**src/rtl/gpr_scoreboard_if.sv**
```systemverilog
// Decode-stage scoreboard bus: decoder sources, issue/retire/flush controls
// and the scoreboard's stall/status outputs.
interface gpr_scoreboard_if #(
  parameter int unsigned DEPTH = 4,
  parameter int unsigned CNT_W = $clog2(DEPTH + 1)
);
  logic [4:0]       rs1;
  logic             rs1_valid;
  logic [4:0]       rs2;
  logic             rs2_valid;
  logic             issue_valid;
  logic [4:0]       issue_rd;
  logic             issue_dest_wen;
  logic             retire_valid;
  logic             flush_valid;
  logic [CNT_W-1:0] flush_keep;
  logic             decode_enable;
  logic             src_block_flag;
  logic [CNT_W-1:0] count;
  logic             full;
  logic             empty;
  logic             err;

  modport master (
    output rs1, rs1_valid, rs2, rs2_valid,
    output issue_valid, issue_rd, issue_dest_wen,
    output retire_valid, flush_valid, flush_keep,
    input  decode_enable, src_block_flag, count, full, empty, err
  );

  modport slave (
    input  rs1, rs1_valid, rs2, rs2_valid,
    input  issue_valid, issue_rd, issue_dest_wen,
    input  retire_valid, flush_valid, flush_keep,
    output decode_enable, src_block_flag, count, full, empty, err
  );
endinterface

```
**src/rtl/gpr_scoreboard.sv**
```systemverilog
// In-order RAW-hazard scoreboard: circular queue of in-flight destination
// registers, compared against decoder sources to stall the ID/EX register.
module gpr_scoreboard #(
  parameter int unsigned DEPTH = 4,
  parameter int unsigned CNT_W = $clog2(DEPTH + 1)
) (
  input  logic           clk,
  input  logic           rst,
  gpr_scoreboard_if.slave bus
);

  localparam int unsigned PTR_W = (DEPTH > 1) ? $clog2(DEPTH) : 1;
  localparam int unsigned SW    = CNT_W + 1;
  localparam logic [SW-1:0] DEPTH_S = SW'(DEPTH);

  logic [4:0]       rd_q [DEPTH];
  logic [DEPTH-1:0] wen_q;
  logic [PTR_W-1:0] head_q, head_d;
  logic [PTR_W-1:0] tail_q, tail_d;
  logic [CNT_W-1:0] count_q, count_d;
  logic             err_q, err_d;
  logic             push;
  logic [CNT_W-1:0] keep;
  logic             full_w;
  logic             hit1, hit2;
  logic [SW-1:0]    off;
  logic             live;

  function automatic logic [PTR_W-1:0] wrap_add(input logic [PTR_W-1:0] base,
                                                input logic [CNT_W-1:0] inc);
    logic [SW-1:0] sum;
    sum = SW'(base) + SW'(inc);
    if (sum >= DEPTH_S) sum = sum - DEPTH_S;
    return sum[PTR_W-1:0];
  endfunction

  assign full_w = (count_q == CNT_W'(DEPTH));

  // Hazard match: entry is live when its age offset from head is below count;
  // the head is skipped on a retiring cycle since the regfile writes through.
  always_comb begin
    hit1 = 1'b0;
    hit2 = 1'b0;
    off  = '0;
    live = 1'b0;
    for (int unsigned i = 0; i < DEPTH; i++) begin
      off = SW'(i) + DEPTH_S - SW'(head_q);
      if (off >= DEPTH_S) off = off - DEPTH_S;
      live = (off < SW'(count_q)) && !(bus.retire_valid && (off == '0));
      if (live && wen_q[i] && (rd_q[i] != 5'd0)) begin
        if (bus.rs1_valid && (rd_q[i] == bus.rs1)) hit1 = 1'b1;
        if (bus.rs2_valid && (rd_q[i] == bus.rs2)) hit2 = 1'b1;
      end
    end
  end

  assign bus.src_block_flag = hit1 | hit2;
  assign bus.decode_enable  = ~(hit1 | hit2) & ~full_w;
  assign bus.count          = count_q;
  assign bus.full           = full_w;
  assign bus.empty          = (count_q == '0);
  assign bus.err            = err_q;

  // Next-state for pointers, count and sticky error; flush overrides issue.
  always_comb begin
    head_d  = head_q;
    tail_d  = tail_q;
    count_d = count_q;
    err_d   = err_q;
    push    = 1'b0;
    keep    = (bus.flush_keep < count_q) ? bus.flush_keep : count_q;
    if (bus.flush_valid) begin
      tail_d = wrap_add(head_q, keep);
      if (bus.retire_valid) begin
        if (keep != '0) begin
          head_d  = wrap_add(head_q, CNT_W'(1));
          count_d = keep - CNT_W'(1);
        end else begin
          count_d = '0;
          err_d   = 1'b1;
        end
      end else begin
        count_d = keep;
      end
    end else begin
      push = bus.issue_valid && !full_w;
      if (bus.issue_valid && full_w) err_d = 1'b1;
      if (bus.retire_valid && (count_q == '0)) err_d = 1'b1;
      if (push) tail_d = wrap_add(tail_q, CNT_W'(1));
      if (bus.retire_valid && (count_q != '0)) begin
        head_d = wrap_add(head_q, CNT_W'(1));
        if (!push) count_d = count_q - CNT_W'(1);
      end else if (push) begin
        count_d = count_q + CNT_W'(1);
      end
    end
  end

  // State registers and queue storage.
  always_ff @(posedge clk or posedge rst) begin
    if (rst) begin
      head_q  <= '0;
      tail_q  <= '0;
      count_q <= '0;
      err_q   <= 1'b0;
      wen_q   <= '0;
      for (int unsigned i = 0; i < DEPTH; i++) rd_q[i] <= '0;
    end else begin
      head_q  <= head_d;
      tail_q  <= tail_d;
      count_q <= count_d;
      err_q   <= err_d;
      if (push) begin
        rd_q[tail_q]  <= bus.issue_rd;
        wen_q[tail_q] <= bus.issue_dest_wen;
      end
    end
  end

endmodule

```
**src/flat_wrapper.sv**
```systemverilog
// flat-port wrapper written by rule: the top's interface ports become plain ports
module gpr_scoreboard_flat 
#(
  parameter int unsigned DEPTH = 4,
  parameter int unsigned CNT_W = $clog2(DEPTH + 1)
)
  (clk, rst, bus_rs1, bus_rs1_valid, bus_rs2, bus_rs2_valid, bus_issue_valid, bus_issue_rd, bus_issue_dest_wen, bus_retire_valid, bus_flush_valid, bus_flush_keep, bus_decode_enable, bus_src_block_flag, bus_count, bus_full, bus_empty, bus_err);
  gpr_scoreboard_if #(.DEPTH(DEPTH), .CNT_W(CNT_W)) bus_i ();
  input  logic clk;
  input  logic rst;
  input wire logic [$bits(bus_i.rs1)-1:0] bus_rs1;
  input wire logic [$bits(bus_i.rs1_valid)-1:0] bus_rs1_valid;
  input wire logic [$bits(bus_i.rs2)-1:0] bus_rs2;
  input wire logic [$bits(bus_i.rs2_valid)-1:0] bus_rs2_valid;
  input wire logic [$bits(bus_i.issue_valid)-1:0] bus_issue_valid;
  input wire logic [$bits(bus_i.issue_rd)-1:0] bus_issue_rd;
  input wire logic [$bits(bus_i.issue_dest_wen)-1:0] bus_issue_dest_wen;
  input wire logic [$bits(bus_i.retire_valid)-1:0] bus_retire_valid;
  input wire logic [$bits(bus_i.flush_valid)-1:0] bus_flush_valid;
  input wire logic [$bits(bus_i.flush_keep)-1:0] bus_flush_keep;
  output wire logic [$bits(bus_i.decode_enable)-1:0] bus_decode_enable;
  output wire logic [$bits(bus_i.src_block_flag)-1:0] bus_src_block_flag;
  output wire logic [$bits(bus_i.count)-1:0] bus_count;
  output wire logic [$bits(bus_i.full)-1:0] bus_full;
  output wire logic [$bits(bus_i.empty)-1:0] bus_empty;
  output wire logic [$bits(bus_i.err)-1:0] bus_err;
  assign bus_i.rs1 = bus_rs1;
  assign bus_i.rs1_valid = bus_rs1_valid;
  assign bus_i.rs2 = bus_rs2;
  assign bus_i.rs2_valid = bus_rs2_valid;
  assign bus_i.issue_valid = bus_issue_valid;
  assign bus_i.issue_rd = bus_issue_rd;
  assign bus_i.issue_dest_wen = bus_issue_dest_wen;
  assign bus_i.retire_valid = bus_retire_valid;
  assign bus_i.flush_valid = bus_flush_valid;
  assign bus_i.flush_keep = bus_flush_keep;
  assign bus_decode_enable = bus_i.decode_enable;
  assign bus_src_block_flag = bus_i.src_block_flag;
  assign bus_count = bus_i.count;
  assign bus_full = bus_i.full;
  assign bus_empty = bus_i.empty;
  assign bus_err = bus_i.err;
  gpr_scoreboard #(.DEPTH(DEPTH), .CNT_W(CNT_W)) u_core (.clk(clk), .rst(rst), .bus(bus_i));
endmodule
```
**config.mk**
```make
export PLATFORM = sky130hd
export DESIGN_NAME = gpr_scoreboard_flat
export DESIGN_NICKNAME = d
export VERILOG_FILES = /design/src/rtl/gpr_scoreboard_if.sv /design/src/rtl/gpr_scoreboard.sv /design/src/flat_wrapper.sv
export SDC_FILE = /design/constraint.sdc
export NUM_CORES = 1
export LEC_CHECK = 0
export ABC_CLOCK_PERIOD_IN_PS = 3100
export BUFFER_PORTS_ARGS = -buffer_cell sky130_fd_sc_hd__clkbuf_2
export CORE_MARGIN = 2
export CORE_UTILIZATION = 57
export DETAILED_ROUTE_END_ITERATION = 16
export PLACE_DENSITY = 0.79
export SLEW_MARGIN = 20
export SYNTH_ARGS = -nofsm -noshare
export SYNTH_HDL_FRONTEND = slang
export SYNTH_SLANG_ARGS = --single-unit
```
**constraint.sdc**
```tcl
create_clock -name clk -period 3.1 [get_ports clk]
set_clock_uncertainty 0.05 [all_clocks]
set_input_delay 0.31 -clock clk [delete_from_list [all_inputs] [get_ports clk]]
set_output_delay 0.31 -clock clk [all_outputs]
set_load 0.01 [all_outputs]
```
Yosys cells after proc, flatten, opt, wreduce, memory -nomap -nowiden --
Cells that the tools add are included.
Operators by class: $add $sub $neg 17, $lt $le $gt $ge 16, equal/unequal tests 13, multiplexer cells 48, bitwise gates (word level) 5, reduce and logical (&&, ||, !) cells 53
Operators with widths (count):
- equality test 5 bit | 8
- logical AND 1 bit | 30
- 2-to-1 mux 1 bit | 23
- 2-to-1 mux 3 bit | 7
- bitwise mux 20 bit | 1
- >= comparator 4 x 3 -> 1 bit (second input constant) | 5
- nonzero test 5 bit | 4
- 2-to-1 mux 2 bit | 9
- logical NOT 4 bit | 4
- less-than comparator 4 x 3 -> 1 bit | 4
- 2-to-1 mux 4 bit | 4
- subtractor 3 x 2 -> 4 bit (first input constant) | 4
- subtractor 4 x 3 -> 4 bit (second input constant) | 4
- nonzero test 3 bit | 4
- demux 5 bit (select 2 bit) | 1
- >= comparator 3 bit (second input constant) | 3
- adder 2 x 1 -> 3 bit (second input constant) | 2
- AND reduction 3 bit | 2
- subtractor 2 x 1 -> 2 bit (second input constant) | 3
- subtractor 3 x 1 -> 3 bit (second input constant) | 2
- logical NOT 1 bit | 5
- 2-to-1 mux 5 bit | 1
- adder 2 x 3 -> 4 bit | 1
- bitwise mux 4 bit | 1
- 17 further kinds | 20
Storage, ports and cells: flip-flop bits (word level) 32, input bits 26, output and inout bits 8, word-level logic and storage cells 161

Longest topological paths before layout --
Gate-level depths: netlist (run 1).
depth after elaboration 19, gate-level depth with buffers 10, gate-level depth less buffers 10

Worst setup path after synthesis (run 1) --
Ideal clock, no wire load.
kind register to output, from reg u_core.head_q[0], to out bus_decode_enable, arrival 2.062 ns, required time 2.740 ns, slack 0.678 ns, stages on the path, launching flop included 10, path buffers 0, cell sequence dfrtp_1 > inv_1 > ha_1 > inv_1 > ha_1 > a21oi_1 > o221ai_2 > nor4_1 > o41ai_1 > and3b_1
Between the ends: longest elaborated chain between the ends 19, elaborated cells on any way between the ends 61, classes of those cells add/sub (8); order compare (8); mux (18); bitwise (3); reduce/logical (24)
Ends and longest elaborated chain:
- start: declaration | line gpr_scoreboard.sv:18 | logic [PTR_W-1:0] head_q, head_d;
- start signal: assignment | line gpr_scoreboard.sv:102 | head_q <= '0;
- start signal: assignment | line gpr_scoreboard.sv:109 | head_q <= head_d;
- parallel branches: the longest is 16 deep, another holds subtractor 3 x 2 -> 4 bit
- bitwise OR 1 bit * | line gpr_scoreboard.sv:58 | assign bus.decode_enable = ~(hit1 | hit2) & ~full_w;
- inverter 1 bit * | line gpr_scoreboard.sv:58
- bitwise AND 1 bit * | line gpr_scoreboard.sv:58
- end: declaration | line flat_wrapper.sv:21 | output wire logic [$bits(bus_i.decode_enable)-1:0] bus_decode_enable;
Every way passes the cells marked *.

Worst setup path after layout (run 1) --
from reg u_core.head_q[1], to out bus_decode_enable
The elaborated chain is that of the path after synthesis.

==> results of run 1 <==
==> synth_stat cells, types with 2 or more instances <==
cell / instances / area share (%)
sky130_fd_sc_hd__dfrtp_1: 32 / 32
sky130_fd_sc_hd__xnor2_1: 28 / 9.9
sky130_fd_sc_hd__mux2_2: 26 / 12
sky130_fd_sc_hd__ha_1: 22 / 11
sky130_fd_sc_hd__xor2_1: 18 / 6.4
sky130_fd_sc_hd__inv_1: 15 / 2.3
sky130_fd_sc_hd__a21oi_1: 10 / 2.0
sky130_fd_sc_hd__nand2_1: 10 / 1.5
sky130_fd_sc_hd__o21ai_0: 9 / 1.8
sky130_fd_sc_hd__nand3_1: 8 / 1.6
sky130_fd_sc_hd__nor4_1: 8 / 2.0
sky130_fd_sc_hd__nand2b_1: 7 / 1.8
sky130_fd_sc_hd__nor2_1: 6 / 0.91
sky130_fd_sc_hd__clkbuf_1: 4 / 0.61
sky130_fd_sc_hd__nor2b_1: 4 / 1.0
sky130_fd_sc_hd__and3b_1: 3 / 1.1
sky130_fd_sc_hd__mux2i_1: 3 / 1.2
sky130_fd_sc_hd__and2_1: 2 / 0.51
sky130_fd_sc_hd__o2111ai_1: 2 / 0.71
sky130_fd_sc_hd__o21a_1: 2 / 0.61
sky130_fd_sc_hd__o221ai_2: 2 / 1.2
sky130_fd_sc_hd__o41ai_1: 2 / 0.71
sky130_fd_sc_hd__or4_1: 2 / 0.61
sky130_fd_sc_hd__or4_4: 2 / 0.91
==> worst max path at each step <==
stage	startpoint	depth (start not counted)	endpoint
floorplan	u_core.head_q[0]	9	bus_decode_enable
global placement	u_core.head_q[0]	11	bus_decode_enable
detailed placement	u_core.head_q[0]	10	bus_decode_enable
CTS	u_core.head_q[0]	10	bus_decode_enable
global route	u_core.head_q[1]	9	bus_decode_enable
finish	u_core.head_q[1]	11	bus_decode_enable
==> registers in the layout, summed over array words and instances, names as in the netlist <==
| signal | flops |
|---|---|
| u_core.bus.err | 1 |
| u_core.rd_q | 20 |
| u_core.wen_q | 4 |
| u_core.head_q | 2 |
| u_core.bus.count | 3 |
| u_core.tail_q | 2 |
==> through the flow <==
| stage | hold WS, ns | power, mW |
|---|---|---|
| floorplan | 0.376 | 1.88 |
| global placement | 0.339 | 2.22 |
| detailed placement | 0.339 | 2.28 |
| CTS | 0.0436 | 2.59 |
| global route | 0.0741 | 2.81 |
| finish | 0.0361 | 2.59 |
==> worst max-delay path: stages (launching register included) <==
cell	delay (ns)
sky130_fd_sc_hd__dfrtp_2	0.45
sky130_fd_sc_hd__inv_1	0.16
sky130_fd_sc_hd__ha_1	0.19
sky130_fd_sc_hd__and2_1	0.16
sky130_fd_sc_hd__inv_1	0.05
sky130_fd_sc_hd__ha_1	0.16
sky130_fd_sc_hd__o21ai_0	0.07
sky130_fd_sc_hd__o2111ai_1	0.18
sky130_fd_sc_hd__nor4_1	0.39
sky130_fd_sc_hd__o41ai_1	0.13
sky130_fd_sc_hd__and3b_1	0.19
sky130_fd_sc_hd__clkbuf_2	0.12
==> cell type report <==
type	count	area, sq um
Sequential cell	32	803
Timing Repair Buffer	35	180
Clock buffer	6	72.6
Tap cell	50	62.6
Clock inverter	1	5.00
Fill cell	320	1310
Multi-Input combinational cell	189	1600
Inverter	15	56.3
==> power groups by stage <==
stage	Combinational [mW]	Clock (mW)	Sequential, mW
after floorplan	1.04	0	0.846
after global placement	1.30	0	0.921
after detailed placement	1.34	0	0.944
after CTS	1.35	0.298	0.937
after global routing	1.52	0.311	0.979
final	1.35	0.287	0.951
==> layer usage <==
layer | share of wire [%] | vias up
li1 | - | 920
met1 | 47 | 938
met2 | 46 | 61
met3 | 5.2 | 10
met4 | 1.6 | 0
met5 | 0 | -
==> cells by family after synthesis <==
kind of cell	share of synthesized area (%)
adders and majority gates	12.0
xor gates and xnor gates	16.3
muxes	13.1
buffers and inverters	2.89
and+or+nand+nor	12.9
DFF	32.5
AOI/OAI and AO/OA	10.3
==> flow_summary.ini, run 1 <==
[route]
antenna_violating_nets_left = 0
drt_first_iter_violations = 150
dr.pass1.iters = 4
total_number_of_vias = 1929
wl_per_cell_um = 17.3
drc = 0
totalWireLength_um = 5670
post_drt_via_cell_ratio = 5.88

[die]
floorplan.rows = 23
floorplan.die_area_sq_um = 4870
die_height_um = 69.8
start_util_pct = 60.4
fp.coreArea_sq_um = 4090
io-pin-count = 34
die-width_um = 69.8

[pwr]
power.share.clock_pct = 11.1
power.switching_fraction_pct = 43.4
intPower_mw = 1.46
reported_leakage_power_nw = 1.26
power.net_switching_mw = 1.12
combPwrFrac_pct = 52.1
register_share_of_total_power_pct = 36.8
max-vdd-ir-drop_v = 0.000500
pwr_density_cell_nw_per_um2 = 932

[logic_synthesis]
synthFlopType = sky130_fd_sc_hd__dfrtp_1
synth_sequential_area_ratio_pct = 32.5
synthArstFlopShare_pct = 100
syn-mean-instance-area_sq_um = 10.3
yosys_warnings = 0
nets_in_the_synthesized_netlist = 289
synth_edf_count = 0
post_synth_inst_count = 240
synth_cell_type_count = 37
postSynthRegisterBits = 32
cell_area_synth_sq_um = 2470

[critical_path]
worstReg2RegEnd = u_core.head_q[1]
register_to_register_path_setup_slack_ns = 0.53
cp.required_ns = 2.74
cp.arrival_ns = 2.53
reg2reg_depth = 8
timing.critical_path.to_type = output port
timing.critical_path.fanout_max = 7
timing.critical_path.from_type = register
critical_path.reg2reg.startpoint = u_core.bus.count[1]
timing_worst_setup_path_type = reg2out

[finish]
postLayoutCoreUtil_pct = 67.9
layout.cells.most_common = sky130_fd_sc_hd__clkbuf_2
most_frequent_cells_in_the_layout = sky130_fd_sc_hd__clkbuf_2 (33), sky130_fd_sc_hd__dfrtp_1 (30), sky130_fd_sc_hd__xnor2_1 (28)
layoutNonFillerInstCount = 328
nets = 327
final_layout_size_suffix_gt1_share_pct = 27.0
final_cell_area_sq_um = 2780
antenna-diode-count = 0
layout_overhead_on_the_synthesized_area_pct = 12.5

[global_routing]
grt_antenna_before_repair = 0
global_route_congestion_overflow_total = 0
pin_count_of_the_biggest_net_entering_global_routing = 33
globalRouteMet1Util_pct = 35.9
first_global_vias = 1982
grt_most_used_layer = met2
global_route.usage.total_pct = 24.5
global_route.usage.met3_pct = 3.63
global_route.usage.met2_pct = 37.1
grt_pass1_wl_um = 9430

[place]
gpl.final_weighted_congestion = 0.946
dp.cells = 321
placement_stage_worst_setup_slack_ns = 0.393
placed_cell_area_sq_um = 2700
io_buffer_count = 33
dp.final_hpwl_um = 4550

[clocking]
tritoncts_num_sinks = 32
clockBufferDepth = 2
clock_latency_ns = 0.27
clock-root-buffer = sky130_fd_sc_hd__clkbuf_8
tritoncts.num_buffers = 5
h-tree-depth = 2
post-cts-setup-buffers = 0
postCtsHoldBufs = 0
cts_resized = 0
clk_transition_reported_paths_ns = 0.06
tritoncts = yes

[job]
cap_violations = 0

[worst_hold_path]
worstHoldPathType = in2async

[status]
status = finished clean

[sta]
max_freq_mhz = 346
timing.final.crit_share_pct = 93.2
slew_viol_final = 0
final_period_minus_worst_setup_slack_ns = 2.89
rsz0062_at_grt = false
final_critical_path_setup_slack_ns = 0.211
timing.final.setup_violations = 0
worst_pin_slew_ns = 0.462
setup_total_negative_slack_ns = 0
final-hold-violation-count = 0
slew-limit-headroom_pct = 69.0
Power figures use the tool's default switching activity.
==> inputs of run 2 (changes only) <==
--- a/config.mk
+++ b/config.mk
@@ -9,7 +9,9 @@
 export BUFFER_PORTS_ARGS = -buffer_cell sky130_fd_sc_hd__clkbuf_2
 export CORE_MARGIN = 2
 export CORE_UTILIZATION = 57
+export CTS_BUF_LIST = sky130_fd_sc_hd__clkbuf_16
 export DETAILED_ROUTE_END_ITERATION = 16
+export GPL_TIMING_DRIVEN = 0
 export PLACE_DENSITY = 0.79
 export SLEW_MARGIN = 20
 export SYNTH_ARGS = -nofsm -noshare
==> run 2 against run 1 <==
  * Sequential power is 2.2% lower
  * Non-clock buffer count grew 3
  * Global-route usage is 0.60 points higher
  * Sequential share of layout area shrank 1.7 points
  * Die area is the same
  * Worst hold slack better by 0.034 ns
  * Maximum frequency decreased by 3.7%
  * First-iteration DRC count is 23% lower
  * Worst setup slack got worse by 0.11 ns
  * Critical endpoint unchanged
  * Largest power group unchanged
==> flow_summary.ini, run 2 (same netlist as run 1, synthesis figures left out) <==
[status]
status = finished clean

[die]
io-pin-count = 34
die_height_um = 69.8
floorplan.die_area_sq_um = 4870
start_util_pct = 60.4
floorplan.rows = 23
fp.coreArea_sq_um = 4090
die-width_um = 69.8

[pwr]
pwr_density_cell_nw_per_um2 = 1000
max-vdd-ir-drop_v = 0.000485
reported_leakage_power_nw = 1.31
total_power_mw = 2.95

[place]
placed_cell_area_sq_um = 2690
gpl.final_weighted_congestion = 0.982
dp.cells = 321
io_buffer_count = 31
dp.final_hpwl_um = 4280
placement_stage_worst_setup_slack_ns = 0.272

[global_routing]
grt_pass1_wl_um = 9600
global_route.usage.total_pct = 25.1
global_route_congestion_overflow_total = 0
first_global_vias = 1962
pin_count_of_the_biggest_net_entering_global_routing = 33
grt_antenna_before_repair = 0

[sta]
timing.final.crit_share_pct = 96.8
final_critical_path_setup_slack_ns = 0.0993
worst_pin_slew_ns = 0.690
max_freq_mhz = 333
setup_total_negative_slack_ns = 0
slew-limit-headroom_pct = 53.9
finalHoldWorstSlack_ns = 0.0702
timing.final.setup_violations = 0
final_period_minus_worst_setup_slack_ns = 3.00
final-hold-violation-count = 0
slew_viol_final = 0

[finish]
final_layout_size_suffix_gt1_share_pct = 31.9
largest_register_ffs = 20
fillerInstances = 306
most_frequent_cells_in_the_layout = sky130_fd_sc_hd__clkbuf_2 (31), sky130_fd_sc_hd__dfrtp_1 (30), sky130_fd_sc_hd__xnor2_1 (28)
layoutNonFillerInstCount = 332
antenna-diode-count = 0
top_register = u_core.rd_q
layout_overhead_on_the_synthesized_area_pct = 19.4
layout.cells.most_common = sky130_fd_sc_hd__clkbuf_2
multi_input_area_sq_um = 1660
final_cell_area_sq_um = 2950
nets = 330
seqCellArea_sq_um = 803
postLayoutCoreUtil_pct = 72.1

[route]
detailroute.wirelength.met3_um = 277
post_drt_via_cell_ratio = 5.83
total_number_of_vias = 1935
highest-signal-layer = met4
antenna_violating_nets_left = 0
dr.pass1.iters = 4
dr_wl_met2_um = 2760
routedLengthMet1_um = 2780
drc = 0
drt_first_iter_violations = 116
wl_per_cell_um = 17.8
totalWireLength_um = 5900

[critical_path]
timing.critical_path.from_type = register
timing.critical_path.to_type = output port
timing_worst_setup_path_type = reg2out
timing.critical_path.fanout_max = 7
cp.arrival_ns = 2.64
critical_path.reg2reg.startpoint = u_core.bus.count[2]
cp.required_ns = 2.74
timing.critical_path.from = u_core.bus.count[1]

[clocking]
clk_transition_reported_paths_ns = 0.06
tritoncts = yes
tritoncts_num_sinks = 32
clock_latency_ns = 0.28
tritoncts.num_buffers = 5
clock-root-buffer = sky130_fd_sc_hd__clkbuf_16
h-tree-depth = 2
clockBufferDepth = 2

[job]
cap_violations = 0

[worst_hold_path]
worstHoldPathType = in2async
[run 2: cell count changes in the layout (fill, tap and decap cells not counted), moves of 2 or more]
cell / previous run / this run
sky130_fd_sc_hd__nor4_2: 0 / 8
sky130_fd_sc_hd__clkbuf_8: 5 / 0
sky130_fd_sc_hd__clkbuf_2: 33 / 31
sky130_fd_sc_hd__clkbuf_1: 1 / 4
sky130_fd_sc_hd__o41ai_2: 0 / 2
sky130_fd_sc_hd__nor4_1: 8 / 0
sky130_fd_sc_hd__inv_2: 0 / 3
sky130_fd_sc_hd__inv_1: 15 / 12
sky130_fd_sc_hd__o41ai_1: 2 / 0
sky130_fd_sc_hd__clkbuf_16: 0 / 5
[run 2: repair_timing]
item / in CTS / in global routing
buffers inserted: 0 / 3
pin swaps: 1 / 4
setup endpoints to repair: 1 / 2
resized for setup: 1 / 14
hold buffers: 0 / 0
[run 2: per-layer routing]
| metal | track usage, % | vias to the layer above |
|---|---|---|
| met1 | 36.7 | 940 |
| li1 | - | 933 |
| met3 | 4.80 | 11 |
| met5 | 0 | - |
| met2 | 37.4 | 51 |
| met4 | 8.55 | 0 |
[run 2: worst paths after layout]
path | endpoint | slack (ns) | depth (start not counted)
setup / recovery | bus_decode_enable | 0.1 | 9
hold / removal | u_core.rd_q[8] | 0.07 | 2
setup reg to reg | u_core.tail_q[1] | 0.66 | 9
hold reg to reg | u_core.bus.err | 0.44 | 1
max in group asynchronous | u_core.head_q[0] | 2.44 | 2
min in group clk | u_core.rd_q[6] | 0.27 | 2
[run 2: critical path, stage by stage, from the launching register on]
cell and delay (ns):
sky130_fd_sc_hd__dfrtp_1 0.47, sky130_fd_sc_hd__inv_2 0.13, sky130_fd_sc_hd__ha_1 0.33, sky130_fd_sc_hd__a21boi_0 0.13, sky130_fd_sc_hd__o21ai_0 0.21, sky130_fd_sc_hd__o2111ai_1 0.23, sky130_fd_sc_hd__nor4_2 0.43, sky130_fd_sc_hd__o41ai_2 0.12
sky130_fd_sc_hd__and3b_1 0.19, sky130_fd_sc_hd__clkbuf_2 0.12
[run 2: area by class of cell]
| cell class | instances | area share (%) |
|---|---|---|
| well taps | 50 | 2.12 |
| plain buffers | 4 | 0.510 |
| inverters | 15 | 1.91 |
| clock buffers | 5 | 4.25 |
| multi-input cells | 189 | 56.5 |
| flip-flops and latches | 32 | 27.3 |
| repair buffers | 34 | 6.03 |
| clock inverters | 3 | 1.44 |
[run 2: power by group]
| part | leakage [nW] | internal, mW | switching [mW] | total (mW) |
|---|---|---|---|---|
| Combinational | 0.854 | 0.719 | 0.732 | 1.45 |
| Sequential | 0.377 | 0.626 | 0.304 | 0.930 |
| Clock | 0.0798 | 0.377 | 0.189 | 0.566 |
==> inputs of run 3 (changes only) <==
==> constraint.sdc (replaced) <==
create_clock -name clk -period 3.1 [get_ports clk]
set_clock_uncertainty 0.05 [all_clocks]
set_input_delay 0.31 -clock clk [delete_from_list [all_inputs] [get_ports clk]]
set_output_delay 0.31 -clock clk [all_outputs]
set_load 0.02 [all_outputs]
==> run 3 against run 2 <==
  * Cell area increased by 0.93%
  * Total power increased by 2.8%
  * Maximum frequency increased by 1.0%
  * Largest cell class unchanged
==> flow_summary.ini, run 3 (same netlist as run 1, synthesis figures left out) <==
[worst_hold_path]
worstHoldPathType = in2async

[sta]
final-hold-violation-count = 0
slew-limit-headroom_pct = 54.2
finalHoldWorstSlack_ns = 0.0694
timing.final.setup_violations = 0
final_period_minus_worst_setup_slack_ns = 2.97
max_freq_mhz = 337
slew_viol_final = 0
timing.final.crit_share_pct = 95.8
final_critical_path_setup_slack_ns = 0.129
worst_pin_slew_ns = 0.686

[clocking]
h-tree-depth = 2
clk_transition_reported_paths_ns = 0.06
clock-root-buffer = sky130_fd_sc_hd__clkbuf_16
tritoncts = yes
tritoncts.num_buffers = 5
postCtsHoldBufs = 0
clockBufferDepth = 2
tritoncts_num_sinks = 32
clock_latency_ns = 0.28

[place]
dp.final_hpwl_um = 4280
dp.cells = 321
io_buffer_count = 31
gpl.final_weighted_congestion = 0.982
placement_stage_worst_setup_slack_ns = 0.235

[finish]
layoutNonFillerInstCount = 334
layout_overhead_on_the_synthesized_area_pct = 20.5
fillerInstances = 304
nets = 332
largest_register_ffs = 20
final_layout_size_suffix_gt1_share_pct = 32.7
most_frequent_cells_in_the_layout = sky130_fd_sc_hd__clkbuf_2 (31), sky130_fd_sc_hd__dfrtp_1 (29), sky130_fd_sc_hd__xnor2_1 (28)
layout.cells.most_common = sky130_fd_sc_hd__clkbuf_2
top_register = u_core.rd_q
antenna-diode-count = 0

[die]
die-width_um = 69.8
fp.coreArea_sq_um = 4090
start_util_pct = 60.4
floorplan.die_area_sq_um = 4870
io-pin-count = 34
floorplan.rows = 23
die_height_um = 69.8

[global_routing]
pin_count_of_the_biggest_net_entering_global_routing = 33
global_route.usage.total_pct = 25.1
global_route_congestion_overflow_total = 0
grt_pass1_wl_um = 9600
grt_antenna_before_repair = 0
first_global_vias = 1962

[pwr]
total_power_mw = 3.03
max-vdd-ir-drop_v = 0.000491
pwr_density_cell_nw_per_um2 = 1020
reported_leakage_power_nw = 1.32

[critical_path]
timing.critical_path.to_type = output port
timing.critical_path.from_type = register
timing_worst_setup_path_type = reg2out
cp.required_ns = 2.74
timing.critical_path.fanout_max = 6
cp.arrival_ns = 2.61

[status]
status = finished clean

[route]
drc = 0
antenna_violating_nets_left = 0
dr.pass1.iters = 4
wl_per_cell_um = 17.9
drt_first_iter_violations = 126
totalWireLength_um = 5990
total_number_of_vias = 1936
post_drt_via_cell_ratio = 5.80

[job]
cap_violations = 0
## run 3: path summary, 6_finish.rpt
check / depth (start not counted) / endpoint / start / slack, ns
setup / recovery: 9 / bus_decode_enable / u_core.head_q[0] / 0.13
hold / removal: 2 / u_core.rd_q[12] / rst / 0.07
setup reg to reg: 9 / u_core.tail_q[1] / u_core.bus.count[2] / 0.65
hold reg to reg: 1 / u_core.bus.err / u_core.bus.err / 0.44
max in group asynchronous: 2 / u_core.bus.count[1] / rst / 2.44
min in group clk: 2 / u_core.rd_q[6] / bus_issue_rd[1] / 0.26
## run 3: final cells by class
cell class                 instances  area [sq um]  share of cell area [%]
buffer                             4          15.0                   0.505
clock inverter                     3          42.5                    1.43
inverter                          15          56.3                    1.89
tap                               50          62.6                    2.10
sequential                        32           805                    27.1
multi-input combinational        189          1680                    56.3
timing repair buffer              36           193                    6.48
clock buffer                       5           125                    4.21
## run 3: timing repair
action / 4_1_cts / 5_1_grt
pin swaps: 1 / 4
gates cloned: 0 / 0
setup endpoints to repair: 1 / 2
buffers inserted: 0 / 5
resized for setup: 2 / 15
## run 3: where the power goes
part	total, mW	switching, mW	internal [mW]
logic	1.53	0.787	0.745
clock network	0.566	0.189	0.377
registers	0.932	0.305	0.627
total	3.03	1.28	1.75
## run 3: through the flow
step / cell area, sq um / setup TNS [ns] / util [%]
finish: 2970 / 0 / 72.8
global route: 2970 / -0.0374 / 72.8
CTS: 2860 / 0 / 69.9
detailed placement: 2690 / 0 / 65.7
global placement: 2690 / 0 / 65.7
floorplan: 2470 / 0 / -
## run 3: layer usage
| layer | track usage [%] | vias to the layer above | share of wire [%] |
|---|---|---|---|
| met1 | 36.7 | 952 | 47 |
| met2 | 37.4 | 38 | 48 |
| li1 | - | 934 | - |
| met4 | 8.55 | 0 | 1.7 |
| met3 | 4.80 | 12 | 3.9 |
| met5 | 0 | - | 0 |
## run 3: worst max-delay path, stage by stage, from the launching register on
cell and delay [ns]:
sky130_fd_sc_hd__dfrtp_2 0.41, sky130_fd_sc_hd__inv_1 0.10, sky130_fd_sc_hd__ha_1 0.32, sky130_fd_sc_hd__ha_1 0.29, sky130_fd_sc_hd__a21oi_1 0.08, sky130_fd_sc_hd__o221ai_2 0.24
sky130_fd_sc_hd__nor4_2 0.10, sky130_fd_sc_hd__o41ai_2 0.42, sky130_fd_sc_hd__and3b_1 0.21, sky130_fd_sc_hd__clkbuf_2 0.16
